**config.mk**
```make
export PLATFORM = sky130hd
export DESIGN_NAME = crc16_frame_sequencer
export DESIGN_NICKNAME = d
export VERILOG_FILES = /design/src/rtl/crc16_pkg.sv /design/src/rtl/crc16_lfsr_step.sv /design/src/rtl/crc16_frame_sequencer.sv
export SDC_FILE = /design/constraint.sdc
export NUM_CORES = 1
export LEC_CHECK = 0
export CELL_PAD_IN_SITES_DETAIL_PLACEMENT = 1
export CELL_PAD_IN_SITES_GLOBAL_PLACEMENT = 1
export CORE_MARGIN = 5
export CORE_UTILIZATION = 49
export CTS_BUF_LIST = sky130_fd_sc_hd__clkbuf_2
export DETAILED_ROUTE_END_ITERATION = 6
export PLACE_DENSITY_LB_ADDON = 0.1
export SLEW_MARGIN = 25
export SYNTH_ARGS = -nofsm -noshare
export SYNTH_HDL_FRONTEND = slang
export SYNTH_HIERARCHICAL = 1
export SYNTH_SLANG_ARGS = --single-unit
```
**constraint.sdc**
```tcl
create_clock -name clk -period 6.3 [get_ports clk]
set_input_delay 1.89 -clock clk [delete_from_list [all_inputs] [get_ports clk]]
set_output_delay 1.89 -clock clk [all_outputs]
set_load 0.03 [all_outputs]
```
**src/rtl/crc16_pkg.sv**
```systemverilog
// CRC-16 frame sequencer shared types and constants.
// Used by crc16_frame_sequencer and crc16_lfsr_step.
package crc16_pkg;

   localparam logic [15:0] CRC16_POLY_CCITT = 16'h1021;
   localparam logic [15:0] CRC16_INIT_FFFF  = 16'hFFFF;

   typedef enum logic [2:0] {
      S_IDLE,
      S_LOAD,
      S_FETCH,
      S_SHIFT,
      S_APPEND,
      S_DONE
   } state_t;

endpackage

```
**src/rtl/crc16_lfsr_step.sv**
```systemverilog
// One bit step of a CRC-16 LFSR.
// The x^16 term is implicit in the polynomial.
module crc16_lfsr_step #(
   parameter logic [15:0] POLY = 16'h1021
) (
   input  logic [15:0] crc_in,
   input  logic        bit_in,
   output logic [15:0] crc_next
);

   logic fb;

   // shift left, fold in polynomial when feedback is set
   always_comb begin
      fb       = crc_in[15] ^ bit_in;
      crc_next = {crc_in[14:0], 1'b0} ^ (fb ? POLY : 16'h0000);
   end

endmodule

```
**src/rtl/crc16_frame_sequencer.sv**
```systemverilog
// Byte-in, bit-serial-out framer appending a CRC-16 to each frame.
// Optional macro CRC16_ABORT_EN adds an abort input.
module crc16_frame_sequencer
   import crc16_pkg::*;
#(
   parameter logic [15:0] POLY  = CRC16_POLY_CCITT,
   parameter logic [15:0] INIT  = CRC16_INIT_FFFF,
   parameter int          LEN_W = 8
) (
   input  logic             clk,
   input  logic             rst,
   input  logic             start,
   input  logic [LEN_W-1:0] frame_len,
   input  logic [7:0]       byte_data,
   input  logic             byte_valid,
`ifdef CRC16_ABORT_EN
   input  logic             abort,
`endif
   output logic             byte_ready,
   output logic             ser_out,
   output logic             ser_valid,
   output logic [15:0]      crc_out,
   output logic             crc_done,
   output logic             busy,
   output logic             err_len
);

   localparam logic [LEN_W-1:0] CNT_ONE = LEN_W'(1);

   state_t           state, state_nxt;
   logic [15:0]      crc_reg;
   logic [15:0]      crc_nxt;
   logic [7:0]       shreg;
   logic [3:0]       bit_cnt;
   logic [LEN_W-1:0] byte_cnt;
   logic             last_bit;
   logic             last_byte;
   logic             abort_hit;

   assign last_bit  = (bit_cnt == 4'd7);
   assign last_byte = (byte_cnt == CNT_ONE);

`ifdef CRC16_ABORT_EN
   assign abort_hit = abort && (state != S_IDLE);
`else
   assign abort_hit = 1'b0;
`endif

   crc16_lfsr_step #(
      .POLY (POLY)
   ) u_step (
      .crc_in   (crc_reg),
      .bit_in   (shreg[7]),
      .crc_next (crc_nxt)
   );

   // state register
   always_ff @(posedge clk or negedge rst) begin
      if (!rst) state <= S_IDLE;
      else      state <= state_nxt;
   end

   // next-state logic; abort overrides every other transition
   always_comb begin
      state_nxt = state;
      unique case (state)
         S_IDLE:
            if (start && (frame_len != '0)) state_nxt = S_LOAD;
         S_LOAD:
            state_nxt = S_FETCH;
         S_FETCH:
            if (byte_valid) state_nxt = S_SHIFT;
         S_SHIFT:
            if (last_bit) state_nxt = last_byte ? S_APPEND : S_FETCH;
         S_APPEND:
            if (bit_cnt == 4'd15) state_nxt = S_DONE;
         S_DONE:
            state_nxt = S_IDLE;
         default:
            state_nxt = S_IDLE;
      endcase
      if (abort_hit) state_nxt = S_IDLE;
   end

   // datapath: crc register, shifter, counters, error pulse
   always_ff @(posedge clk or negedge rst) begin
      if (!rst) begin
         crc_reg  <= INIT;
         crc_out  <= 16'h0000;
         shreg    <= 8'h00;
         bit_cnt  <= 4'd0;
         byte_cnt <= '0;
         err_len  <= 1'b0;
      end else begin
         err_len <= 1'b0;
         if (abort_hit) begin
            err_len <= 1'b1;
         end else begin
            unique case (state)
               S_IDLE: begin
                  if (start && (frame_len != '0)) byte_cnt <= frame_len;
                  if (start && (frame_len == '0)) err_len  <= 1'b1;
               end
               S_LOAD:
                  crc_reg <= INIT;
               S_FETCH:
                  if (byte_valid) begin
                     shreg   <= byte_data;
                     bit_cnt <= 4'd0;
                  end
               S_SHIFT: begin
                  crc_reg <= crc_nxt;
                  shreg   <= {shreg[6:0], 1'b0};
                  bit_cnt <= bit_cnt + 4'd1;
                  if (last_bit) begin
                     bit_cnt  <= 4'd0;
                     byte_cnt <= byte_cnt - CNT_ONE;
                     if (last_byte) crc_out <= crc_nxt;
                  end
               end
               S_APPEND:
                  bit_cnt <= bit_cnt + 4'd1;
               default: ;
            endcase
         end
      end
   end

   // Moore outputs decoded from state
   always_comb begin
      byte_ready = 1'b0;
      ser_out    = 1'b0;
      ser_valid  = 1'b0;
      crc_done   = 1'b0;
      busy       = (state != S_IDLE);
      unique case (state)
         S_FETCH:  byte_ready = 1'b1;
         S_SHIFT: begin
            ser_out   = shreg[7];
            ser_valid = 1'b1;
         end
         S_APPEND: begin
            ser_out   = crc_out[~bit_cnt];
            ser_valid = 1'b1;
         end
         S_DONE:   crc_done = 1'b1;
         default: ;
      endcase
   end

endmodule

```
==> results of run 1 <==
## worst max path at each step
stage	end	cells after the start
6_report	ser_out	5
5_1_grt	ser_out	5
4_1_cts	ser_out	5
3_5_place_dp	ser_out	5
3_3_place_gp	ser_out	5
2_1_floorplan	ser_out	5
## cell usage after synthesis, drive strengths merged (2+ instances only)
cell | n | area (sq um)
xor3 | 2 | 47.6
ha | 3 | 37.5
a211oi | 2 | 15.0
o21ai | 12 | 60.1
o211ai | 2 | 15.0
nand4b | 2 | 17.5
nand2 | 15 | 56.3
nor3 | 9 | 50.1
o22ai | 3 | 18.8
buf | 20 | 159
nor2 | 9 | 36.3
and3b | 2 | 17.5
mux2i | 8 | 80.1
or3b | 2 | 17.5
mux2 | 18 | 236
o2bb2ai | 5 | 43.8
dfrtp | 40 | 1000
and3 | 2 | 12.5
o22a | 16 | 140
dfstp | 16 | 420
a21oi | 11 | 58.8
mux4 | 4 | 90.1
nor4 | 5 | 37.5
clkbuf | 11 | 42.5
a32o | 2 | 20.0
inv | 4 | 15.0
or3 | 2 | 17.5
or2 | 2 | 12.5
nand3b | 2 | 27.5
## cells by family (layout without fill, tap and decap cells)
kind of cell	after synthesis	after routing	synth area share, %
buffers and inverters	36	55	8.38
AO/OA/AOI/OAI	59	59	14.3
XOR/XNOR	3	3	1.90
multiplexers	30	30	13.7
flip-flops	56	56	47.9
AND/OR/NAND/NOR	61	61	12.6
adder cells (fa/ha/maj)	3	3	1.26
## power by group
group | leakage (nW) | internal (W) | total [W] | switching (W)
sequential | 0.688 | 0.000545 | 0.000718 | 0.000172
combinational | 0.667 | 0.000385 | 0.000746 | 0.000361
clock | 0.0281 | 0.0000267 | 0.000136 | 0.000110
total | 1.38 | 0.000957 | 0.00160 | 0.000643
## per-stage QoR
stage                     setup WS, ns  instances  util, %  cell area (sq um)  hold WS [ns]
final                             1.59        342     55.5               3290         0.532
after global routing              1.43        342     55.5               3290         0.557
after CTS                         1.56        342     55.5               3290         0.538
after detailed placement          2.10        334     54.9               3250         0.482
after global placement            2.17        334     54.9               3250         0.464
after floorplan                   2.58        248        -               2970         0.450
## cells in the final DEF, fill, tap and decap left out, types with 2 or more instances in the layout
cell type | synthesis | routed
dfrtp_1 | 40 | 40
clkdlybuf4s50_1 | 0 | 40
o22a_1 | 16 | 16
dfstp_2 | 16 | 16
nand2_1 | 15 | 15
o21ai_0 | 12 | 12
a21oi_1 | 10 | 10
mux2_4 | 9 | 9
nor2_1 | 8 | 8
mux2i_1 | 8 | 8
mux2_2 | 8 | 8
nor3_1 | 8 | 8
clkbuf_2 | 1 | 6
o2bb2ai_1 | 5 | 5
inv_1 | 4 | 4
mux4_2 | 4 | 4
nor4_1 | 4 | 4
o22ai_1 | 3 | 3
ha_1 | 3 | 3
or3b_2 | 2 | 2
and3b_1 | 2 | 2
nand4b_1 | 2 | 2
or2_2 | 2 | 2
and3_1 | 2 | 2
a211oi_1 | 2 | 2
o211ai_1 | 2 | 2
a32o_1 | 2 | 2
clkinv_1 | 0 | 2
buf_4 | 15 | 2
xor3_1 | 2 | 2
## critical path, cell delays in order, from the launching register on
cell and delay (ns):
dfrtp_1 0.62, mux4_2 0.55, mux2_2 0.28, a32oi_1 0.19
o31ai_1 0.13, clkdlybuf4s50_1 0.62
## per-layer routing
metal | track usage, % | vias up | part of all wire [%] | wire, microns
met1 | 26.4 | 1027 | 47 | 3110
met2 | 30.1 | 41 | 48 | 3140
met3 | 3.57 | 12 | 3.7 | 247
met4 | 5.86 | 0 | 1.4 | 94
met5 | 0 | - | 0 | 0
li1 | - | 942 | - | -
## area by class of cell
| cell class | count | area, sq um |
|---|---|---|
| Fill cell | 628 | 2630 |
| Sequential cell | 56 | 1420 |
| Multi-Input combinational cell | 156 | 1300 |
| Timing Repair Buffer | 43 | 420 |
| Tap cell | 75 | 93.8 |
| Clock buffer | 6 | 30.0 |
| Inverter | 4 | 15.0 |
| Clock inverter | 2 | 7.51 |
==> metrics.txt, run 1 <==
CTS tree=done; vias in the first global route=about 2200; Leak Pwr=1.38 nW; initial DRC count=approximately 100; Num CTS Buffers=5; Fin Setup TNS=0 ns; ys async rst share=100%; IO Count=42; DIE WIDTH=just under 90 microns; layout cell share with drive strength beyond 1=21.3%; Fmax=0.212 GHz; fin crit period=4.71 ns; ANT nets after route=0; CTS Root Cell=clkbuf_2; class of the worst hold path=register to register; Vias=2022; syn avg cell area=between 10 and 15 sq um; CP Max Fanout=8; final WL=6590 microns; total global routing overflow=0; post-synthesis sequential area ratio=approximately 48%; routability congestion estimate=0.782; CP Data Required Time=4.41 ns; GRT Total Usage=18.9%; Port-buffer cells=41; area grow syn2layout=10.7%; Tot Pwr=0.00160 W; maxcap violations=0; Cell Rows=28; dpl hpwl=4610 microns; Syn. warnings=6; CTS HTree Levels=2; cells after synthesis=248; First-pass DRT Iterations=4; reg2reg setup slack=3.72 ns; Endpoint, Worst Hold=shreg[3]; R2R depth=4; Startpoint Class=register; first-pass GRT wire length=11300 microns; Routed WL per cell=19.3 microns; Main synth FF type=dfrtp_1; status=finished clean; synthesized cell area=0.00297 sq mm; final setup vio count=0; post-cts sizing count=0; ant diodes=0; nets@finish=289; clk_lat worst skew=0.46 ns; Max Slew Vio Count=0; EDFF count, synth=0; clk_skew=about 0.024 ns; Synthesized Nets=271; slew margin rel.=36.2%; Core ar.=0.00592 sq mm; register bit total from synthesis=between 50 and 60; die area=0.00772 sq mm; VDD IR-drop max=0.000233 V; postcts setup bufs=0; Crit Path Class=register to primary output; RSZ-0062 raised after global routing=no; starting density of the core=approximately half; reg2reg start=byte_cnt[4]; CTS clk-pin slew, worst paths=0.27 ns; drt drc=0; CP arrival=approximately 2.8 ns; largest net degree at the start of global routing=57; CP Capture Type=primary output; hold path startpoint=shreg[3]; Die Span Y=around 88 microns; Setup crit start=bit_cnt[0]; CTS Hold Buffers Added=0; final hold viol count=0; crit share post-route=74.7%; initial antenna violation count=0; Synth cell types=58; Worst Tran Pin Value=0.957 ns; Vias per Instance=5.91; hold depth=2; Worst R2R End=crc_out[1]; pwr dens=487 mW/mm^2; CTS max path bufs=2; Clock Sinks=56
Power figures use the tool's default switching activity.
==> run 2, diff against run 1 <==
--- a/config.mk
+++ b/config.mk
@@ -8,7 +8,7 @@
 export CELL_PAD_IN_SITES_DETAIL_PLACEMENT = 1
 export CELL_PAD_IN_SITES_GLOBAL_PLACEMENT = 1
 export CORE_MARGIN = 5
-export CORE_UTILIZATION = 49
+export CORE_UTILIZATION = 41
 export CTS_BUF_LIST = sky130_fd_sc_hd__clkbuf_2
 export DETAILED_ROUTE_END_ITERATION = 6
 export PLACE_DENSITY_LB_ADDON = 0.1
==> constraint.sdc (replaced) <==
create_clock -name clk -period 4 [get_ports clk]
set_input_delay 1.2 -clock clk [delete_from_list [all_inputs] [get_ports clk]]
set_output_delay 1.2 -clock clk [all_outputs]
set_load 0.03 [all_outputs]
==> run 2 against run 1 <==
  * Hold slack got worse by 0.0092 ns
  * Critical path depth fell by 2
  * Cell area rose by 2.8%
  * Largest power group unchanged
  * Sequential power rose by 56%
  * Die area rose by 17%
  * Combinational power rose by 61%
  * Clock skew fell by 0.017 ns
  * Wire length fell by 0.58%
  * Critical path type unchanged
  * Clock power rose by 77%
==> metrics.txt, run 2 (synthesis results as in run 1) <==
CTS Root Cell=clkbuf_2; Vias per Instance=5.35; Max Slew Vio Count=0; Fillers=802; IO Count=42; routability congestion estimate=0.761; die area=0.00905 sq mm; Port-buffer cells=41; class of the worst hold path=register to register; nets@finish=295; Fmax=roughly 0.28 GHz; ant diodes=0; Crit Path Class=register to primary output; worst setup margin=0.378 ns; Tot Pwr=0.00256 W; Leak Pwr=1.43 nW; most common cell after layout, fill and taps aside=clkdlybuf4s50_1; CTS HTree Levels=2; CP max stage cell=clkdlybuf4s50_1; CTS max path bufs=2; crit share post-route=90.5%; RSZ-0062 raised after global routing=no; GRT Total Usage=15.6%; VDD IR-drop max=0.000337 V; fin crit period=3.62 ns; Cell Rows=31; CTS clk-pin slew, worst paths=0.29 ns; initial antenna violation count=0; final hold viol count=0; Vias=1990; maxcap violations=0; area grow syn2layout=13.8%; Routed WL per cell=17.6 microns; sequence of cells on the critical path=or3b_2 -> nand2_1 -> clkdlybuf4s50_1; CTS tree=done; clk_skew=~0.007 ns; pwr dens=759 mW/mm^2; commonest cells after routing, fill and taps aside=clkdlybuf4s50_1, dfrtp_1, o22a_1, dfstp_2, nand2_1; Fin Setup TNS=0 ns; CP peak stage delay=0.68 ns; Core ar.=0.00714 sq mm; dpl hpwl=around 4600 microns; final WL=6550 microns; slew margin rel.=between 30% and 40%; Startpoint Class=register; CP Capture Type=primary output; final setup vio count=0; Clock Sinks=56; fin util=47.4%; layout cell share with drive strength beyond 1=24.5%; DP Worst Slack=0.496 ns; first-pass GRT wire length=10900 microns; starting density of the core=41.6%; largest net degree at the start of global routing=45; clk_lat worst skew=0.46 ns; drt drc=0; DIE WIDTH=95.1 microns; initial DRC count=51; First-pass DRT Iterations=4; worst hold slack=0.523 ns; CP Data Required Time=2.80 ns; ANT nets after route=0; Die Span Y=95.1 microns; CP arrival=2.42 ns; status=finished clean; CP Max Fanout=11; total global routing overflow=0; vias in the first global route=approximately 2100; Num CTS Buffers=5; Worst Tran Pin Value=0.932 ns
## run 2: changes by cell type in the layout (fill, tap and decap cells not counted)
| cell | previous run | this run |
|---|---|---|
| buf_4 | 2 | 9 |
| clkbuf_2 | 6 | 5 |
| dfrtp_1 | 40 | 38 |
| clkinv_2 | 0 | 1 |
| inv_6 | 0 | 1 |
| clkdlybuf4s50_1 | 40 | 39 |
| buf_2 | 1 | 0 |
| dfrtp_2 | 0 | 2 |
| dlymetal6s2s_1 | 0 | 1 |
| clkinv_1 | 2 | 0 |
| clkinv_4 | 0 | 1 |
## run 2: metrics by stage
step | std cells | area (sq um)
3_3_place_gp | 362 | 3310
6_report | 372 | 3380
5_1_grt | 372 | 3380
2_1_floorplan | 248 | 2970
4_1_cts | 370 | 3360
3_5_place_dp | 362 | 3310
## run 2: final cells by class
class,count,area [sq um],share of cell area [%]
clock buffer,5,25.0,0.740
clock inverter,3,22.5,0.666
inverter,4,15.0,0.444
multi-input combinational,156,1300,38.5
sequential,56,1420,42.1
tap,99,124,3.66
timing repair buffer,49,470,13.9
## run 2: report_power, final
| group | internal, W | total [W] | switching [W] |
|---|---|---|---|
| combinational | 0.000628 | 0.00120 | 0.000574 |
| clock | 0.0000465 | 0.000241 | 0.000195 |
| sequential | 0.000861 | 0.00112 | 0.000262 |
## run 2: repair_timing
item / 4_1_cts / 5_1_grt
setup buffers: 0 / 2
resized for setup: 1 / 2
setup endpoints to repair: 1 / 1
hold buffers: 0 / 0
pin swaps: 0 / 0
## run 2: final timing paths
path / cells past startpoint / start / end / slack, ns
max in group asynchronous: 2 / rst / crc_reg[0] / 2.69
max: 3 / state[1] / ser_valid / 0.38
max reg2reg: 4 / byte_cnt[4] / crc_out[1] / 1.46
min reg2reg: 2 / shreg[3] / shreg[3] / 0.52
min in group asynchronous: 1 / rst / err_len / 0.66
min: 2 / shreg[3] / shreg[3] / 0.52
## run 2: worst max-delay path: cells and delay by family (launching register included)
kind          cells  cell delay (ns)
simple gates      2             0.71
buf+inv           1             0.68
flops             1             0.57
## run 2: per-layer routing
| metal | routed length, microns | global-route usage (%) |
|---|---|---|
| met1 | 3190 | 21.9 |
| met2 | 3060 | 24.3 |
| met3 | 226 | 3.39 |
| met4 | 74 | 4.33 |
| met5 | 0 | 0 |
==> run 3, diff against run 2 <==
--- a/config.mk
+++ b/config.mk
@@ -7,6 +7,7 @@
 export LEC_CHECK = 0
 export CELL_PAD_IN_SITES_DETAIL_PLACEMENT = 1
 export CELL_PAD_IN_SITES_GLOBAL_PLACEMENT = 1
+export CORE_ASPECT_RATIO = 1.2
 export CORE_MARGIN = 5
 export CORE_UTILIZATION = 41
 export CTS_BUF_LIST = sky130_fd_sc_hd__clkbuf_2
==> run 3 against run 2 <==
  * Combinational power about the same
  * Sequential share of layout area increased by 0.41 points
  * Hold slack barely moved
  * Final cell count fell by 3.2%
  * Largest cell class unchanged
  * Wire length is 3.8% higher
==> metrics.txt, run 3 (synthesis results as in run 1) <==
First-pass DRT Iterations=4; final WL=6800 microns; Startpoint Class=register; layout cell share with drive strength beyond 1=23.3%; commonest cells after routing, fill and taps aside=clkdlybuf4s50_1, dfrtp_1, o22a_1, dfstp_2, nand2_1; Max Slew Vio Count=0; Fmax=0.277 GHz; drt drc=0; R2R depth=4; ANT nets after route=0; CP Capture Type=primary output; vias in the first global route=2151; Crit Path Class=register to primary output; CTS Root Cell=clkbuf_2; CP arrival=2.41 ns; first-pass GRT wire length=11400 microns; CTS max path bufs=2; largest net degree at the start of global routing=57; clk_skew=0.0345 ns; clk_lat worst skew=0.46 ns; CTS clk-pin slew, worst paths=0.29 ns; Worst Tran Pin Value=0.961 ns; Clock Sinks=56; Fin Setup TNS=0 ns; maxcap violations=0; routability congestion estimate=0.778; total global routing overflow=0; starting density of the core=41.6%; Post-Place Cell Area=around 0.0033 sq mm; ant diodes=0; most common cell after layout, fill and taps aside=clkdlybuf4s50_1; Cell Rows=34; Fillers=800; dpl hpwl=about 4700 microns; area grow syn2layout=12.7%; final hold viol count=0; class of the worst hold path=register to register; Num CTS Buffers=5; Tot Pwr=0.00254 W; RSZ-0062 raised after global routing=no; postcts setup bufs=0; IO Count=42; crit share post-route=90.3%; die area=0.00905 sq mm; GRT Total Usage=between 10% and 20%; fin crit period=roughly 3.6 ns; pwr dens=758 mW/mm^2; CTS tree=done; nets@finish=292; VDD IR-drop max=0.000387 V; CTS HTree Levels=2; DIE WIDTH=between 80 and 90 microns; Core ar.=0.00715 sq mm; Port-buffer cells=41; CP Data Required Time=~2.8 ns; initial DRC count=66; multi-input gate area in the final layout=0.00130 sq mm; Vias per Instance=5.56; CP Max Fanout=11; final setup vio count=0; Routed WL per cell=between 15 and 20 microns; Vias=between 2000 and 2500; Leak Pwr=approximately 1.4 nW; design area=0.00335 sq mm; slew margin rel.=36.0%; hold depth=2; Die Span Y=103 microns; worst setup margin=~0.39 ns; initial antenna violation count=0; register area=approximately 0.0014 sq mm; status=finished clean; DP Worst Slack=between 0.5 and 0.6 ns
run 3: changes by cell type in the layout (fill, tap and decap cells not counted), sizes merged:
cell	delta
buf	-3
inv	-1
clkinv	+1
run 3: metrics by stage:
step / util [%] / std cells / hold WS, ns
5_1_grt: 46.8 / 360 / 0.551
4_1_cts: 46.8 / 360 / 0.528
2_1_floorplan: - / 248 / 0.450
3_5_place_dp: 46.2 / 352 / 0.476
3_3_place_gp: 46.2 / 352 / 0.465
6_report: 46.8 / 360 / 0.523
run 3: report_power, final:
part	leakage [nW]	internal, W	total, W	switching, W
clock network	0.0302	0.0000394	0.000214	0.000175
logic	0.700	0.000618	0.00119	0.000573
registers	0.685	0.000861	0.00113	0.000273
total	1.41	0.00152	0.00254	0.00102
run 3: what timing repair did:
action / 4_1_cts / 5_1_grt
resized for setup: 1 / 2
hold buffers: 0 / 0
setup endpoints to repair: 1 / 1
run 3: path summary, 6_finish.rpt:
path / startpoint / slack (ns) / end
max reg2reg: byte_cnt[4] / 1.42 / crc_out[1]
max in group asynchronous: rst / 2.99 / crc_reg[3]
min reg2reg: shreg[3] / 0.52 / shreg[3]
min: shreg[3] / 0.52 / shreg[3]
max: state[1] / 0.39 / ser_valid
min in group asynchronous: rst / 0.68 / byte_cnt[4]
run 3: area by class of cell:
class / count / area share (%)
repair buffers: 46 / 13.7
multi-input cells: 156 / 38.8
clock buffers: 5 / 0.747
flip-flops and latches: 56 / 42.5
clock inverters: 3 / 0.411
inverters: 4 / 0.448
well taps: 90 / 3.36
run 3: worst max-delay path: stages (launching register included):
cell and delay (ns):
dfrtp_1 0.57, or3b_2 0.59, nand2_1 0.12, clkdlybuf4s50_1 0.67
run 3: layer usage:
layer  GRT usage, %  up-vias  share of wire [%]
met5              0        -                  0
met2           27.0       39                 49
met4           5.19        0                1.2
li1               -      942                  -
met1           21.7     1014                 46
met3           2.69        6                3.6
